`src/rtl/rx_dllp_scheduler.sv`:
```
// Receive-side DLLP scheduler: tracks the next expected TLP sequence number and
// schedules Nak, coalesced/timed Ack and UpdateFC DLLPs onto one registered output.
module rx_dllp_scheduler #(
  parameter int ACK_COALESCE = 4,
  parameter int ACK_TIMEOUT  = 16
) (
  input  logic        clk,
  input  logic        reset,
  input  logic        chk_valid,
  input  logic        chk_ok,
  input  logic        fc_update_req,
  input  logic [7:0]  fc_hdr_credit,
  input  logic [11:0] fc_data_credit,
  output logic [31:0] dllp,
  output logic        dllp_valid,
  input  logic        dllp_ready,
  output logic [11:0] next_rcv_seq
);

  typedef enum logic [1:0] {IDLE, SEND_NAK, SEND_ACK, SEND_FC} state_t;

  localparam logic [8:0]  COAL_LIM = 9'(ACK_COALESCE);
  localparam logic [15:0] TMO_LAST = 16'(ACK_TIMEOUT - 1);

  state_t      state, state_nxt;
  logic [7:0]  pend_cnt;
  logic [15:0] timer;
  logic        nak_pend, nak_sched, fc_pend;
  logic        good, bad, ack_due;
  logic        launch_nak, launch_ack, launch_fc;
  logic [11:0] seq_m1;

  assign good    = chk_valid & chk_ok;
  assign bad     = chk_valid & ~chk_ok;
  assign seq_m1  = next_rcv_seq - 12'd1;
  // The pend_cnt guard keeps a zero timer from firing an empty Ack.
  assign ack_due = (pend_cnt != 8'd0) &&
                   (({1'b0, pend_cnt} >= COAL_LIM) || (timer == TMO_LAST));

  always_comb begin
    state_nxt  = state;
    launch_nak = 1'b0;
    launch_ack = 1'b0;
    launch_fc  = 1'b0;
    case (state)
      IDLE: begin
        if (nak_pend) begin
          state_nxt  = SEND_NAK;
          launch_nak = 1'b1;
        end else if (ack_due) begin
          state_nxt  = SEND_ACK;
          launch_ack = 1'b1;
        end else if (fc_pend) begin
          state_nxt  = SEND_FC;
          launch_fc  = 1'b1;
        end
      end
      default: begin
        if (dllp_ready) state_nxt = IDLE;
      end
    endcase
  end

  always_ff @(posedge clk or posedge reset) begin
    if (reset) begin
      state        <= IDLE;
      dllp         <= 32'h0;
      dllp_valid   <= 1'b0;
      next_rcv_seq <= 12'd0;
      pend_cnt     <= 8'd0;
      timer        <= 16'd0;
      nak_pend     <= 1'b0;
      nak_sched    <= 1'b0;
      fc_pend      <= 1'b0;
    end else begin
      state      <= state_nxt;
      dllp_valid <= (state_nxt != IDLE);

      if (launch_nak)
        dllp <= {8'h10, 8'h00, 4'h0, seq_m1};
      else if (launch_ack)
        dllp <= {8'h00, 8'h00, 4'h0, seq_m1};
      else if (launch_fc)
        dllp <= {8'h40, 2'b00, fc_hdr_credit, 2'b00, fc_data_credit};

      if (good) next_rcv_seq <= next_rcv_seq + 12'd1;

      // A TLP accepted on the launch edge starts the next Ack window.
      if (launch_nak || launch_ack)
        pend_cnt <= good ? 8'd1 : 8'd0;
      else if (good && pend_cnt != 8'hFF)
        pend_cnt <= pend_cnt + 8'd1;

      if (launch_nak || launch_ack || pend_cnt == 8'd0)
        timer <= 16'd0;
      else if (timer != TMO_LAST)
        timer <= timer + 16'd1;

      nak_pend <= (nak_pend & ~launch_nak) | (bad & ~nak_sched);
      if (good)
        nak_sched <= 1'b0;
      else if (bad)
        nak_sched <= 1'b1;

      fc_pend <= (fc_pend & ~launch_fc) | fc_update_req;
    end
  end

endmodule

```
`config.mk`:
```
export PLATFORM = sky130hd
export DESIGN_NAME = rx_dllp_scheduler
export DESIGN_NICKNAME = d
export VERILOG_FILES = /design/src/rtl/rx_dllp_scheduler.sv
export SDC_FILE = /design/constraint.sdc
export NUM_CORES = 1
export LEC_CHECK = 0
export BUFFER_PORTS_ARGS = -buffer_cell sky130_fd_sc_hd__buf_4
export CAP_MARGIN = 0
export CORE_ASPECT_RATIO = 0.9
export CORE_UTILIZATION = 38
export DETAILED_ROUTE_END_ITERATION = 6
export PLACE_DENSITY = 0.59
export SYNTH_ARGS = -nofsm -noshare
export SYNTH_HDL_FRONTEND = slang
export SYNTH_SLANG_ARGS = --single-unit
export TNS_END_PERCENT = 1
```
`constraint.sdc`:
```
create_clock -name clk -period 5.9 [get_ports clk]
set_clock_uncertainty 0.1 [all_clocks]
set_input_delay 0.295 -clock clk [delete_from_list [all_inputs] [get_ports clk]]
set_output_delay 0.295 -clock clk [all_outputs]
set_load 0.05 [all_outputs]
```
==> out/metrics.yaml, run 1 <==
run_status:
  status: "finished clean"
timing:
  period_share_pct: 48.2
  rsz0062_at_grt: "no"
  final.min_clock_period_ns: 2.85
  setup_tns_ns: 0
  drv_slew: 0
  fmaxAchievable_ghz: 0.351
  hold_viol: 0
  finalSetupViolations: 0
  relSlewSlack_pct: 25.9
  tightest_slew_ns: 1.11
  setup_ws_ns: 3.05
power:
  p_leak_nw: 1.86
  ir_drop_v: 0.000282
  power_density_mw_per_mm2: 545
yosys:
  avgSynthCellArea_um2: 9.80
  synth_ff_type: "dfrtp_1"
  synth_seq_cells: 64
  synth_cells: 343
  ys_types: 47
  synth_warnings: 0
  synthArstFlopShare_pct: 100
  ys_seq_area_share_pct: 47.7
  syn_area_mm2: 0.00336
  synth_edf_count: 0
routing:
  ant_nets: 0
  wl_per_cell_um: 15.3
  first_pass_iters: 6
  vias: 2735
  finalWirelength_mm: 8.02
  drt_iter0_drc: 163
  viasPerCell: 5.23
  drc: 0
clock_tree:
  ctsHoldBuffers: 0
  numCtsBuffers: 9
  cts_tree: "yes"
  cts_buffer_depth: 2
  htreeDepth: 3
  cts_setup_buffers: 0
  cts_resized: 0
  cts_root_buffer: "clkbuf_8"
  clkLatencyLatePin_ns: 0.34
  path_clk_slew_ns: 0.08
  cts_sinks: 64
final_layout:
  num_antenna_cells: 0
  final_cell_mix: "dfrtp_1 (64), buf_4 (62), nor3_1 (30)"
  final_cells: 523
  syn_to_final_growth_pct: 22.6
  fin_area_mm2: 0.00412
  nets: 430
  layout-drive-gt1-share_pct: 21.8
  final_common_cell: "dfrtp_1"
worst_setup_path:
  worstPathMaxFanout: 12
  r2r_end: "dllp[3]$_DFFE_PP0P_"
  end_kind: "register"
  regToRegSetupSlack_ns: 3.05
  startpoint_type: "register"
  worstReg2RegStart: "timer[5]$_DFFE_PP0P_"
  crit_family: "compound AO/OA/AOI/OAI gates"
  required_ns: 5.97
  rr_worst_depth: 4
  worstPathArrival_ns: 2.91
  max_stage_delay_ns: 0.95
  slowest_stage: "a21oi_1"
  worstSetupPathType: "reg -> reg"
  cp_num_buf_inv: 0
  worstPathCellList: "nor4_1 > nand4_1 > a21oi_1 > a222oi_1"
  cp-startpoint: "timer[5]$_DFFE_PP0P_"
die:
  rows: 32
  die_w_um: 101
  floorplan.initialDensity_pct: 39.2
  dieArea_mm2: 0.00922
  coreArea_mm2: 0.00857
  die_h_um: 91.2
  ios: 71
hold_path:
  min_to: "dllp_valid$_DFF_PP0_"
  min_path_cells: 2
  hp-start: "dllp_ready"
  min_path_type: "in -> reg"
placed_design:
  gp_congestion: 0.809
  post-place-ws_ns: 2.64
  port_buffers: 60
  place_area_mm2: 0.00386
  hpwl_mm: 5.53
  dpl.cell_count: 507
global_route:
  grt_pass1_wl_mm: 13.1
  grt.total_usage_pct: 18.7
  grt_pass1_vias: 2479
  antenna_found_initial: 0
  grt_max_degree: 65
  grt-ovfl-total: 0
flow_run:
  maxCapViolCount: 0
-- cell usage after synthesis (all sizes together), types with 2 or more instances --
library cell	count	share of area, %
o21ai	6	0.89
a221o	3	0.89
o221ai	4	1.0
xor2	7	1.8
or3	2	0.37
a31oi	5	0.93
a21oi	8	1.2
nor2	24	2.7
a211oi	2	0.45
dfrtp	64	48
nor3	31	4.6
or4	4	1.0
and2	3	0.56
mux2i	2	0.60
and4	5	1.3
nand3	11	1.6
ha	5	1.9
a222oi	4	1.2
nand4	7	1.3
a221oi	2	0.52
xnor2	27	7.0
a22o	9	2.3
clkbuf	13	1.5
a2111oi	2	0.52
o31ai	2	0.86
nor2b	5	0.93
and4b	2	0.60
or2	4	0.74
and3	6	1.1
inv	22	2.5
buf	13	2.9
nand2	18	2.0
nor4	13	2.6
-- registers in the layout, indices dropped and copies added (netlist names), 2 cells and up --
name	flops
dllp	22
timer	16
next_rcv_seq	12
pend_cnt	8
state	2
-- area by class of cell --
class	instances	area, um2
Fill cell	852	4450
Sequential cell	64	1600
Multi-Input combinational cell	240	1570
Timing Repair Buffer	62	465
Tap cell	119	149
Clock buffer	10	138
Clock inverter	6	115
Inverter	22	82.6
-- worst max path at each step --
stage / endpoint / depth (start not counted) / slack, ns
2_1_floorplan: dllp[8]$_DFFE_PP0P_ / 6 / 3.51
3_3_place_gp: dllp[8]$_DFFE_PP0P_ / 4 / 2.79
3_5_place_dp: dllp[4]$_DFFE_PP0P_ / 4 / 2.64
4_1_cts: dllp[3]$_DFFE_PP0P_ / 4 / 2.64
5_1_grt: dllp[8]$_DFFE_PP0P_ / 4 / 2.89
6_report: dllp[3]$_DFFE_PP0P_ / 4 / 3.05
-- kinds of logic (layout without fill, tap and decap cells) --
kind of cell,count (synthesis),after routing,share of synthesized area (%)
buffers and inverters,48,100,6.85
AO/OA/AOI/OAI,51,51,11.8
XOR/XNOR,34,34,8.86
adder cells (fa/ha/maj),5,5,1.86
other,1,10,0.112
AND/OR/NAND/NOR,138,138,22.2
flip-flops,64,64,47.7
multiplexers,2,2,0.596
-- stage by stage --
step / util, % / total power [mW] / hold WS, ns
final: 48.1 / 2.24 / 0.0392
after global routing: 48.1 / 2.38 / 0.0275
after CTS: 48.0 / 2.26 / 0.0216
after detailed placement: 45.1 / 1.78 / 0.352
after global placement: 45.1 / 1.76 / 0.346
after floorplan: - / 1.49 / 0.282
-- where the power goes --
part	switching, mW	total (mW)	leakage, nW	internal (mW)
clock network	0.181	0.475	0.123	0.294
logic	0.710	1.06	0.905	0.352
registers	0.142	0.707	0.829	0.565
total	1.03	2.24	1.86	1.21
-- metal layers --
metal | part of all wire, % | GRT usage (%) | vias up
li1 | - | - | 1336
met1 | 51 | 28.7 | 1317
met2 | 43 | 25.2 | 72
met3 | 4.2 | 4.23 | 10
met4 | 1.4 | 6.52 | 0
met5 | 0 | 0 | -
(Power assumes the default switching activity.)
==> inputs of run 2 (changes only) <==
==> constraint.sdc (replaced) <==
create_clock -name clk -period 2.77 [get_ports clk]
set_clock_uncertainty 0.1 [all_clocks]
set_input_delay 0.1385 -clock clk [delete_from_list [all_inputs] [get_ports clk]]
set_output_delay 0.1385 -clock clk [all_outputs]
set_load 0.05 [all_outputs]
==> run 2 against run 1 <==
Via count up 3.4%. Register-to-register slack got worse by 2.8 ns. Sequential share of layout area shrank 1.4 points. Sequential cell count did not move. Worst hold slack got worse by 0.019 ns. Die area unchanged.
==> out/metrics.yaml, run 2 (synthesized netlist as in run 1, its figures left out) <==
final_layout:
  top_register: "dllp"
  fin_area_mm2: 0.00427
  multi_input_comb_area_mm2: 0.00156
  final_cell_mix: "buf_4 (70), dfrtp_1 (64), nor3_1 (31)"
  nets: 454
  fill_cells: 821
  top_regs: "dllp: 22 flops, timer: 16 flops, next_rcv_seq: 12 flops"
  syn_to_final_growth_pct: 27.0
  seq_area_mm2: 0.00160
  largest_reg_flops: 22
  layout-drive-gt1-share_pct: 22.0
  num_antenna_cells: 0
  final_common_cell: "buf_4"
global_route:
  antenna_found_initial: 0
  grt_pass1_wl_mm: 13.6
  grt_pass1_vias: 2717
  grt_max_degree: 34
  grt-ovfl-total: 0
  grt.total_usage_pct: 19.3
timing:
  tightest_slew_ns: 0.673
  rsz0062_at_grt: "no"
  period_share_pct: 89.8
  hold_viol: 0
  final.min_clock_period_ns: 2.49
  relSlewSlack_pct: 55.1
  fmaxAchievable_ghz: 0.402
  drv_slew: 0
  finalSetupViolations: 0
  setup_tns_ns: 0
power:
  p_int_mw: 2.46
  switchingPower_mw: 2.19
  ir_drop_v: 0.000668
  combinationalPowerShare_pct: 50.9
  total_power_mw: 4.65
  p_leak_nw: 1.93
  p_clk_share_pct: 16.6
  swShare_pct: 47.1
  seqPwrFrac_pct: 32.5
  power_density_mw_per_mm2: 1090
clock_tree:
  clkLatencyLatePin_ns: 0.34
  cts_setup_buffers: 0
  cts_buffer_depth: 2
  cts_root_buffer: "clkbuf_8"
  path_clk_slew_ns: 0.07
  cts_sinks: 64
  htreeDepth: 3
  cts_tree: "yes"
  numCtsBuffers: 9
worst_setup_path:
  required_ns: 2.88
  end_kind: "register"
  worstReg2RegStart: "pend_cnt[7]$_DFFE_PP0P_"
  startpoint_type: "register"
  worstPathMaxFanout: 8
  cp-startpoint: "pend_cnt[7]$_DFFE_PP0P_"
  worstPathArrival_ns: 2.60
  worstSetupPathType: "reg -> reg"
run_status:
  status: "finished clean"
die:
  dieArea_mm2: 0.00922
  rows: 32
  floorplan.initialDensity_pct: 39.2
  coreArea_mm2: 0.00857
  die_h_um: 91.2
  ios: 71
  die_w_um: 101
routing:
  viasPerCell: 5.17
  finalWirelength_mm: 8.11
  drt_iter0_drc: 126
  wl_per_cell_um: 14.8
  ant_nets: 0
  first_pass_iters: 4
  vias: 2829
  drc: 0
placed_design:
  place_area_mm2: 0.00392
  hpwl_mm: 5.80
  gp_congestion: 0.825
  port_buffers: 60
hold_path:
  min_path_type: "in -> reg"
  hp-start: "chk_ok"
flow_run:
  maxCapViolCount: 0
-- run 2: final cells by class --
type,count,share of cell area [%]
clock inverters,6,1.41
flip-flops and latches,64,37.5
clock buffers,10,2.99
repair buffers,86,16.1
well taps,119,3.49
multi-input cells,240,36.6
inverters,22,1.93
-- run 2: critical path: stages (launching register included) --
cell and delay [ns]:
dfrtp_1 0.45, or4_4 0.58, or4_1 0.56, o31ai_4 0.36, buf_4 0.21, a222oi_1 0.10
-- run 2: power by group through the flow --
stage                     sequential (mW)  clock [mW]  combinational (mW)
after CTS                            1.51       0.799                2.38
after detailed placement             1.52           0                2.36
after global placement               1.52           0                2.33
after global routing                 1.55       0.843                2.56
final                                1.51       0.771                2.37
after floorplan                      2.04           0                1.13
-- run 2: layer usage --
metal  vias to the layer above  part of all wire [%]  track usage, %
met5                         -                     0               0
met4                         0                  0.90            5.43
met3                         5                   3.7            5.23
met2                        59                    45            28.2
met1                      1385                    50            27.9
li1                       1380                     -               -
-- run 2: what timing repair did --
action | in CTS | in global routing
hold endpoints to repair | 47 | 0
hold buffers | 16 | 0
resized for setup | 0 | 0
setup endpoints to repair | 0 | 0
-- run 2: path summary, 6_finish.rpt --
check | end | slack, ns | cells past startpoint
min in group asynchronous | dllp[20]$_DFFE_PP0P_ | 0.37 | 3
max in group asynchronous | pend_cnt[7]$_DFFE_PP0P_ | 1.49 | 4
worst min-delay path | nak_pend$_DFF_PP0_ | 0.02 | 3
worst min register to register | nak_pend$_DFF_PP0_ | 0.36 | 1
worst max-delay path | dllp[7]$_DFFE_PP0P_ | 0.28 | 5
worst max register to register | dllp[7]$_DFFE_PP0P_ | 0.28 | 5
-- run 2: metrics by stage --
stage / util, % / worst slack (ns) / hold slack [ns] / instances
final: 49.8 / 0.282 / 0.0201 / 547
after global routing: 49.8 / 0.148 / 0.0148 / 547
after CTS: 49.8 / 0.276 / 0.00620 / 547
after detailed placement: 45.8 / 0.284 / 0.191 / 515
after global placement: 45.8 / 0.328 / 0.196 / 515
after floorplan: - / 0.380 / 0.125 / 352
==> inputs of run 3 (changes only) <==
--- a/config.mk
+++ b/config.mk
@@ -5,6 +5,7 @@
 export SDC_FILE = /design/constraint.sdc
 export NUM_CORES = 1
 export LEC_CHECK = 0
+export ABC_AREA = 1
 export BUFFER_PORTS_ARGS = -buffer_cell sky130_fd_sc_hd__buf_4
 export CAP_MARGIN = 0
 export CORE_ASPECT_RATIO = 0.9
==> run 3 against run 2 <==
Sequential share of layout area fell by 1.4 points. Critical path depth rose by 1. Total power fell by 0.11%. Register-to-register slack improved by 0.53 ns. Sequential power fell by 4%. Maximum frequency rose by 27%. Combinational power fell by 3%. Largest cell class is now multi-input gates.
==> out/metrics.yaml, run 3 <==
clock_tree:
  cts_root_buffer: "clkbuf_8"
  cts_tree: "yes"
  numCtsBuffers: 9
  htreeDepth: 3
  cts_setup_buffers: 0
  cts_buffer_depth: 2
  clkLatencyLatePin_ns: 0.34
  path_clk_slew_ns: 0.07
  cts_sinks: 64
final_layout:
  largest_reg_flops: 22
  layout-drive-gt1-share_pct: 19.6
  num_antenna_cells: 0
  final_common_cell: "nand2_1"
  nets: 541
  syn_to_final_growth_pct: 25.7
  fin_util_pct: 50.5
  final_cell_mix: "nand2_1 (101), dfrtp_1 (64), buf_4 (61)"
  seq_area_mm2: 0.00160
  top_regs: "dllp: 22 flops, timer: 16 flops, next_rcv_seq: 12 flops"
  top_register: "dllp"
  fill_cells: 837
  final_cells: 634
  multi_input_comb_area_mm2: 0.00161
worst_setup_path:
  end_kind: "register"
  cp-startpoint: "state[0]$_DFF_PP0_"
  worstSetupPathType: "reg -> reg"
  worstPathArrival_ns: 2.12
  worstReg2RegStart: "state[0]$_DFF_PP0_"
  startpoint_type: "register"
  required_ns: 2.93
  worstPathMaxFanout: 15
hold_path:
  hp-start: "fc_data_credit[1]"
  min_path_type: "in -> reg"
yosys:
  synth_top_area_share_pct: 45.5
  yosysTopAreaCell: "dfrtp_1"
  ys_types: 37
  synthArstFlopShare_pct: 100
  synth_warnings: 0
  ys_seq_area_share_pct: 45.5
  synth.most_common_cell: "nand2_1"
  avgSynthCellArea_um2: 8.19
  synth_area_leaders: "dfrtp_1 (45%), nand2_1 (11%), nand3_1 (6.4%)"
  synth_seq_cells: 64
  netlist_top_cells_count: "nand2_1 (101), dfrtp_1 (64), nor2_1 (54), inv_1 (46), nand3_1 (45)"
  synth_ff_type: "dfrtp_1"
  synth_edf_count: 0
  syn_area_mm2: 0.00352
  synth_cells: 430
placed_design:
  hpwl_mm: 5.49
  port_buffers: 60
  dpl.cell_count: 600
  gp_congestion: 0.815
global_route:
  grt-ovfl-total: 0
  grt_max_degree: 43
  grt_pass1_vias: 2765
  grt_pass1_wl_mm: 13.3
  grt.total_usage_pct: 17.5
  antenna_found_initial: 0
timing:
  relSlewSlack_pct: 58.1
  tightest_slew_ns: 0.623
  hold_viol: 0
  drv_slew: 0
  rsz0062_at_grt: "no"
  setup_tns_ns: 0
  final.min_clock_period_ns: 1.96
  period_share_pct: 70.6
  fmaxAchievable_ghz: 0.511
  finalSetupViolations: 0
  holdWs_ns: 0.0313
die:
  dieArea_mm2: 0.00966
  coreArea_mm2: 0.00877
  die_h_um: 93.4
  die_w_um: 104
  ios: 71
  floorplan.initialDensity_pct: 40.2
  rows: 32
power:
  total_power_mw: 4.64
  p_leak_nw: 2.21
  ir_drop_v: 0.000674
  power_density_mw_per_mm2: 1050
flow_run:
  maxCapViolCount: 0
routing:
  ant_nets: 0
  drc: 0
  wl_per_cell_um: 12.2
  first_pass_iters: 4
  viasPerCell: 4.62
  vias: 2932
  drt_iter0_drc: 93
  finalWirelength_mm: 7.70
run_status:
  status: "finished clean"
run 3: cell count changes in the layout (fill, tap and decap cells not counted), sizes merged, moves of 5 or more:
cell,delta
xnor2,-21
nand3,+37
nor3,-14
nand2,+93
buf,-8
xor2,+17
nor2,+32
and4,-5
inv,+27
a22o,-9
nor4,-12
nor2b,-5
and3,-6
run 3: repair_timing:
action | 4_1_cts | 5_1_grt
hold buffers | 18 | 0
endpoints found under the hold margin | 40 | 0
endpoints found under the setup margin | 0 | 0
gates resized for setup | 0 | 0
run 3: worst paths after layout:
check | to | slack [ns] | cells after the start
setup / recovery | dllp[18]$_DFFE_PP0P_ | 0.81 | 6
hold / removal | dllp[1]$_DFFE_PP0P_ | 0.03 | 5
setup reg to reg | dllp[18]$_DFFE_PP0P_ | 0.81 | 6
hold reg to reg | nak_pend$_DFF_PP0_ | 0.38 | 1
max in group asynchronous | dllp[8]$_DFFE_PP0P_ | 1.66 | 4
min in group asynchronous | timer[14]$_DFFE_PP0P_ | 0.30 | 3
run 3: stage by stage:
stage	setup WS (ns)	instance area, um2
floorplan	0.827	3560
global placement	0.858	4030
detailed placement	0.812	4030
CTS	0.772	4430
global route	0.608	4430
finish	0.813	4430
run 3: kinds of logic (layout without fill, tap and decap cells):
family / count (synthesis) / in the layout / synth area share, %
AND/OR/NAND/NOR: 241 / 241 / 32.5
buffers and inverters: 70 / 146 / 9.91
flip-flops: 64 / 64 / 45.5
XOR/XNOR: 30 / 30 / 7.46
AO/OA/AOI/OAI: 19 / 19 / 2.84
adder cells (fa/ha/maj): 5 / 5 / 1.78
other: 1 / 10 / 0.106
run 3: worst max-delay path, stage by stage (launching register included):
cell and delay (ns):
dfrtp_1 0.39, or2_2 0.33, nor2_1 0.22, nand4_4 0.29, inv_2 0.33, nand2_1 0.09, a21oi_1 0.13
run 3: final cells by class:
| cell class | instances | area share, % |
|---|---|---|
| clock buffer | 11 | 3.19 |
| tap | 119 | 3.36 |
| sequential | 64 | 36.2 |
| timing repair buffer | 80 | 14.9 |
| multi-input combinational | 305 | 36.3 |
| inverter | 50 | 4.35 |
| clock inverter | 5 | 1.81 |
run 3: per-layer routing:
layer | wire length [um] | up-vias | part of all wire [%] | global-route usage [%]
met4 | 76 | 0 | 0.99 | 4.35
met3 | 350 | 6 | 4.5 | 5.64
met2 | 3500 | 67 | 45 | 27.7
met1 | 3780 | 1372 | 49 | 23.1
met5 | 0 | - | 0 | 0
li1 | - | 1487 | - | -
run 3: report_power, final:
group / switching (mW) / leakage (nW) / internal, mW
Combinational: 1.60 / 1.28 / 0.686
Sequential: 0.249 / 0.820 / 1.20
Clock: 0.372 / 0.106 / 0.530
Total: 2.22 / 2.21 / 2.42
